<file path="src/rtl/prince_sbox_cms_compress.sv">
// ---------------------------------------------------------------------------
// prince_sbox_cms_compress
//
// Register-and-compression layer behind the PRINCE CMS S-box component
// functions. Each S-box output bit arrives as NB_INTER intermediate shares.
// They are ring-refreshed with fresh randomness and registered in stage 1,
// which is the glitch/non-completeness barrier. Stage 2 XOR-compresses them
// down to NB_OUT shares per bit. Valid/ready flow control lets the S-box
// pipeline stall without losing or duplicating vectors.
//
// Optional build macro: PRINCE_CMS_STARVE_CNT_EN
//   defined   -> starve_cnt counts cycles where a vector was offered and the
//                block was ready, but no randomness was available. It
//                saturates at 8'hFF and is cleared only by reset.
//   undefined -> starve_cnt is tied to 8'h00.
//   The datapath is the same in both builds.
//
// Ports:
//   clk, rst_n            clock (rising edge) and async active-low reset
//   in_valid/in_ready     intermediate-share handshake
//   in_data               share k of bit b at index b*NB_INTER+k
//   rnd_valid/rnd_ready   refresh randomness; rnd_ready pulses on consumption
//   rnd_data              randomness, same indexing as in_data
//   out_valid/out_ready   compressed-share handshake
//   out_data              share j of bit b at index b*NB_OUT+j
//   starve_cnt            randomness-starvation counter
// ---------------------------------------------------------------------------
module prince_sbox_cms_compress #(
    parameter int unsigned NB_BITS  = 4,
    parameter int unsigned NB_INTER = 8,
    parameter int unsigned NB_OUT   = 2
) (
    input  logic                         clk,
    input  logic                         rst_n,
    input  logic                         in_valid,
    output logic                         in_ready,
    input  logic [NB_BITS*NB_INTER-1:0]  in_data,
    input  logic                         rnd_valid,
    output logic                         rnd_ready,
    input  logic [NB_BITS*NB_INTER-1:0]  rnd_data,
    output logic                         out_valid,
    input  logic                         out_ready,
    output logic [NB_BITS*NB_OUT-1:0]    out_data,
    output logic [7:0]                   starve_cnt
);

    localparam int unsigned InW  = NB_BITS * NB_INTER;
    localparam int unsigned OutW = NB_BITS * NB_OUT;

    // Elaboration-time parameter sanity.
    if (NB_INTER < 2) begin : g_chk_inter
        $error("NB_INTER must be at least 2");
    end
    if ((NB_INTER % NB_OUT) != 0) begin : g_chk_div
        $error("NB_INTER must be a multiple of NB_OUT");
    end

    // -----------------------------------------------------------------------
    // Pipeline state
    // -----------------------------------------------------------------------
    logic            s1_valid_q, s1_valid_d;
    logic [InW-1:0]  s1_data_q;
    logic            s2_valid_q, s2_valid_d;
    logic [OutW-1:0] s2_data_q;

    logic            accept;
    logic            advance;
    logic [InW-1:0]  refreshed;
    logic [OutW-1:0] compressed;

    // -----------------------------------------------------------------------
    // Handshake
    // -----------------------------------------------------------------------
    // Stage 1 moves on whenever stage 2 is empty or draining this cycle.
    assign advance = s1_valid_q & (~s2_valid_q | out_ready);

    // Only depends on registered state and out_ready, so an upstream valid
    // can never loop back into its own ready.
    assign in_ready = ~s1_valid_q | ~s2_valid_q | out_ready;

    // Data and randomness are consumed together or not at all.
    assign accept    = in_valid & in_ready & rnd_valid;
    assign rnd_ready = accept;

    // -----------------------------------------------------------------------
    // Ring refresh: every r[b][k] is XORed into shares k and k+1 (mod
    // NB_INTER), so the XOR of all shares of a bit is preserved.
    // -----------------------------------------------------------------------
    always_comb begin : ring_refresh
        refreshed = '0;
        for (int unsigned b = 0; b < NB_BITS; b++) begin
            for (int unsigned k = 0; k < NB_INTER; k++) begin
                refreshed[b*NB_INTER + k] =
                    in_data[b*NB_INTER + k] ^
                    rnd_data[b*NB_INTER + k] ^
                    rnd_data[b*NB_INTER + ((k + NB_INTER - 1) % NB_INTER)];
            end
        end
    end

    // -----------------------------------------------------------------------
    // Compression: share k of a bit folds into output share k mod NB_OUT.
    // Fed only from the stage-1 register, never from the inputs.
    // -----------------------------------------------------------------------
    always_comb begin : compress
        compressed = '0;
        for (int unsigned b = 0; b < NB_BITS; b++) begin
            for (int unsigned k = 0; k < NB_INTER; k++) begin
                compressed[b*NB_OUT + (k % NB_OUT)] =
                    compressed[b*NB_OUT + (k % NB_OUT)] ^ s1_data_q[b*NB_INTER + k];
            end
        end
    end

    // -----------------------------------------------------------------------
    // Valid next-state
    // -----------------------------------------------------------------------
    always_comb begin : valid_next
        s1_valid_d = s1_valid_q;
        s2_valid_d = s2_valid_q;

        // A fill in the same cycle as a drain keeps stage 1 occupied.
        if (accept) begin
            s1_valid_d = 1'b1;
        end else if (advance) begin
            s1_valid_d = 1'b0;
        end

        if (advance) begin
            s2_valid_d = 1'b1;
        end else if (out_ready) begin
            s2_valid_d = 1'b0;
        end
    end

    // -----------------------------------------------------------------------
    // State registers
    // -----------------------------------------------------------------------
    always_ff @(posedge clk or negedge rst_n) begin : stage_regs
        if (!rst_n) begin
            s1_valid_q <= 1'b0;
            s2_valid_q <= 1'b0;
            s1_data_q  <= '0;
            s2_data_q  <= '0;
        end else begin
            s1_valid_q <= s1_valid_d;
            s2_valid_q <= s2_valid_d;
            if (accept) begin
                s1_data_q <= refreshed;
            end
            // Output shares change only on a stage-2 load and otherwise hold,
            // including after out_valid drops.
            if (advance) begin
                s2_data_q <= compressed;
            end
        end
    end

    assign out_valid = s2_valid_q;
    assign out_data  = s2_data_q;

    // -----------------------------------------------------------------------
    // Randomness starvation counter
    // -----------------------------------------------------------------------
`ifdef PRINCE_CMS_STARVE_CNT_EN
    logic [7:0] starve_cnt_q;
    logic       starve_event;

    assign starve_event = in_valid & in_ready & ~rnd_valid;

    always_ff @(posedge clk or negedge rst_n) begin : starve_reg
        if (!rst_n) begin
            starve_cnt_q <= 8'h00;
        end else if (starve_event && (starve_cnt_q != 8'hFF)) begin
            starve_cnt_q <= starve_cnt_q + 8'd1;
        end
    end

    assign starve_cnt = starve_cnt_q;
`else
    assign starve_cnt = 8'h00;
`endif

endmodule

</file>
<file path="config.mk">
export PLATFORM = sky130hd
export DESIGN_NAME = prince_sbox_cms_compress
export DESIGN_NICKNAME = d
export VERILOG_FILES = /design/src/rtl/prince_sbox_cms_compress.sv
export SDC_FILE = /design/constraint.sdc
export NUM_CORES = 1
export LEC_CHECK = 0
export BUFFER_PORTS_ARGS = -buffer_cell sky130_fd_sc_hd__buf_2
export CAP_MARGIN = 5
export CORE_ASPECT_RATIO = 0.5
export CORE_MARGIN = 1
export CORE_UTILIZATION = 45
export CTS_BUF_LIST = sky130_fd_sc_hd__clkbuf_8 sky130_fd_sc_hd__clkbuf_16
export CTS_CLUSTER_SIZE = 24
export DETAILED_ROUTE_END_ITERATION = 6
export PLACE_DENSITY = 0.76
export SLEW_MARGIN = 20
export SYNTH_ARGS = -nofsm -noshare
export SYNTH_HDL_FRONTEND = slang
export SYNTH_SLANG_ARGS = --single-unit
</file>
<file path="constraint.sdc">
create_clock -name clk -period 1.6 [get_ports clk]
set_clock_uncertainty 0.2 [all_clocks]
set_input_delay 0.08 -clock clk [delete_from_list [all_inputs] [get_ports clk]]
set_output_delay 0.08 -clock clk [all_outputs]
set_load 0.02 [all_outputs]
</file>
# [Yosys cells after proc, flatten, opt, wreduce, memory -nomap -nowiden]
# Index checks and enable logic that the tools add are counted.
[op_classes] add_sub_neg=0 multipliers=0 div=0 magnitude_cmp=0 eq_ne=0 n_shift=0 muxes=4 bitwise=96 n_reduce_logical=2
[op_table] operator="1-bit XOR" n=88
[op_table] operator="1-bit two-way mux" n=4
[op_table] operator="2-bit nonzero test" n=2
[op_table] operator="1-bit bitwise AND" n=3
[op_table] operator="1-bit OR" n=3
[op_table] operator="1-bit NOT" n=2
[word_totals] reg_bits=42 latchBits=0 mem_bits_rw=0 rom_bits=0 in_bits=69 wordCells=106 n_memories=0

# [Logic depth before layout (Yosys ltp)]
[logic_depth] ltp_word=6 mapped_depth=5 ltp_nobuf=3

# [Worst setup path before layout]
# No wires, ideal clock.
[synth_path] path_kind="reg2reg" startpoint="register s2_valid_q (netlist: out_valid)" endpoint="register s1_data_q[0]" t_arrival_ns=1.403 slack_ns=-0.128 path_stages_with_launch=6 path_buffers=2 synth_period_minus_slack_ns=1.728 path_cell_list="dfrtp_1 -> nand3b_4 -> nor2b_1 -> buf_6 -> buf_6 -> mux2_4"
[synth_between] elab_chain_len=5
[synth_rtl] element="start: declaration" line_no="63" text="logic s2_valid_q, s2_valid_d;"
[synth_rtl] element="start signal: assignment" line_no="147" text="s2_valid_q <= s2_valid_d;"
[synth_rtl] element="1-bit NOT" line_no="79" text="assign in_ready = ~s1_valid_q | ~s2_valid_q | out_ready;"
[synth_rtl] element="1-bit OR (2 in series)" line_no="79"
[synth_rtl] element="via in_ready" line_no="36" text="output logic in_ready,"
[synth_rtl] element="1-bit bitwise AND (2 in series)" line_no="82" text="assign accept = in_valid & in_ready & rnd_valid;"
[synth_rtl] element="via rnd_ready" line_no="39" text="output logic rnd_ready,"
[synth_rtl] element="end signal: assignment" line_no="149" text="s1_data_q <= refreshed;"
[synth_rtl] element="end: declaration" line_no="62" text="logic [InW-1:0] s1_data_q;"
# The timed path passes the listed nets, and every way through them passes these cells.
# A chain may end at the register's enable or synchronous reset.

# [Final worst setup path]
[layout_path] startpoint="register s1_valid_q" endpoint="register s1_data_q[11]"
[layout_between] elab_chain_len=5
[layout_rtl] element="start: declaration" line_no="61" text="logic s1_valid_q, s1_valid_d;"
[layout_rtl] element="start signal: assignment" line_no="146" text="s1_valid_q <= s1_valid_d;"
[layout_rtl] element="1-bit NOT" line_no="79"
[layout_rtl] element="1-bit OR (2 in series)" line_no="79"
[layout_rtl] element="1-bit bitwise AND (2 in series)" line_no="82"
# No other way between the ends.

==> results.cfg <==
[outcome]
outcome = finished with violations
violations = negative hold slack

[power_and_ir_drop]
ir_drop_mv = 0.602
power_density_mw_per_mm2 = 1220
p_leak_nw = 1.55

[synth]
synth_top_area_cell = dfrtp_1
netlist_instances = 190
avgSynthCellArea_sq_um = 13.4
yosysWarningCount = 0
ys_ff_latch = 42
synth_top_area_share_pct = 41.4
synth-seq-area-share_pct = 41.4
synth_area_sq_mm = 0.00254
synthTopCellsByArea = dfrtp_1 (41%), xnor2_1 (28%), mux2_4 (17%), mux2_2 (4.9%), xor2_1 (2.8%)
ys_types = 12

[worst_setup_path]
end_kind = flip-flop
cp.arrival_ps = 1560
reg2reg_depth = 4
critical_path.max_fanout = 24
rr_startpoint = s1_valid_q
critical_path_class = reg2reg
critPathLaunch = s1_valid_q
critPathLaunchType = flip-flop
timing.reg2reg.setup_slack_ps = 4
r2r_end = s1_data_q[11]
crit_required_ps = 1560

[floorplanning]
coreArea_sq_mm = 0.00518
dieArea_sq_mm = 0.00597
boundaryPins = 88
die_y_um = 55.1
start_util_pct = 49.0
die_width_um = 108
rows = 18

[sta]
worst_slack_ps = 3.97
fin_crit_ps = 1600
whs_ps = -3.39
fmax_mhz = 627
timing.setup.tns_ps = 0
drv_slew = 0
setup_viol = 0
hold_viol_final = 2
fin_crit_sh_pct = 99.8
rsz0062_at_grt = true

[drt]
wl_per_cell_um = 12.4
drc = 0
firstDrtPassIters = 4
viasPerCell = 4.46
vias = 1655
antenna_left = 0
wirelength_um = 4610
drt_iter0_drc = 33

[final_layout]
drive_above_1_share_pct = 44.5
final_cell_mix = xnor2_1 (80), buf_2 (78), dfrtp_1 (41)
area_growth_pct = 35.5
nets = 369
final_area_sq_mm = 0.00344
num_antenna_cells = 0
mostFrequentLayoutCell = xnor2_1
finish.utilization_pct = 66.4

[grt]
grt.total_usage_pct = 17.3
grt_max_degree = 43
gr-total-overflow = 0
antenna_found_initial = 0
grt_pass1_vias = 1707
grt_pass1_wl_um = 7530

[worst_hold_path]
whs_endpoint = s1_data_q[3]
min_from = rnd_data[2]
min_path_cells = 3
hold_class = in2reg

[clocking]
cts.sinks = 42
numCtsBuffers = 5
htree_levels = 2
cts_tree = done
cts_root_buf = clkbuf_16
clkLatencyLatePin_ps = 280
path_clk_slew_ps = 60
cts_buffer_depth = 2

[place]
hpwl_um = 3260
placed_area_sq_mm = 0.00300
pre_cts_ws_ps = 29.8
io_buffers = 79
gp_congestion = 0.674

[run]
drv_cap = 0
==> Yosys cell counts <==
master / number
buf_4: 8
buf_6: 4
mux2_4: 29
nand2b_1: 2
conb_1: 1
xnor2_1: 80
dfrtp_1: 42
nand3b_4: 1
nor2b_1: 1
xor2_1: 8
mux2_2: 11
nand2_1: 3
==> power by group <==
| group | internal [W] | switching, W | total [W] | leakage, nW |
|---|---|---|---|---|
| sequential | 0.00139 | 0.000216 | 0.00161 | 0.493 |
| combinational | 0.000955 | 0.000634 | 0.00159 | 0.981 |
| clock | 0.000612 | 0.000387 | 0.000999 | 0.0780 |
==> worst max-delay path, cell delays in order, from the launching register on <==
cell,delay (ps)
dfrtp_1,410
nand3b_4,100
nor2b_4,190
buf_12,220
mux2_2,350
==> cell type report <==
type                            instances  area [sq um]
Tap cell                               70          87.6
Clock inverter                          2          8.76
Multi-Input combinational cell        143          1420
Fill cell                             393          1740
Timing Repair Buffer                  108           737
Clock buffer                            6           139
Sequential cell                        42          1050
==> worst max path at each step <==
stage | slack [ps] | cells past startpoint | end
finish | 4 | 4 | s1_data_q[11]
CTS | -9 | 4 | s1_data_q[11]
detailed placement | 30 | 4 | s1_data_q[10]
global route | -60 | 4 | s1_data_q[11]
global placement | 60 | 4 | s1_data_q[9]
floorplan | -30 | 5 | s1_data_q[12]
==> sequential cells by signal (all words and copies together), names as in the netlist <==
signal      cells
out_data        8
s1_data_q      32
s1_valid_q      1
out_valid       1
==> per-layer routing <==
layer	part of all wire, %	GRT usage [%]
met1	43	19.9
met2	51	32.9
met5	0	0
met4	1.3	6.85
met3	4.5	3.40
==> through the flow <==
stage / power [W] / hold slack [ps] / std cells
after floorplan: 0.00278 / -416 / 197
after global placement: 0.00311 / -138 / 337
after detailed placement: 0.00317 / -130 / 337
after CTS: 0.00425 / 0.418 / 370
after global routing: 0.00446 / 10.5 / 371
final: 0.00420 / -3.39 / 371
==> repair_timing <==
action | in CTS | in global routing
endpoints found under the hold margin | 63 | 1
setup buffers | 2 | 0
endpoints found under the setup margin | 1 | 31
gates cloned | 0 | 0
hold buffers | 23 | 1
resized for setup | 2 | 2
==> logic make-up after synthesis <==
logic type	after synthesis	synth area share [%]
XOR/XNOR	88	30.3
flip-flops	42	41.4
multiplexers	40	22.0
buffers and inverters	12	4.14
AND/OR/NAND/NOR	7	1.97
other	1	0.148
Power figures use the tool's default switching activity.
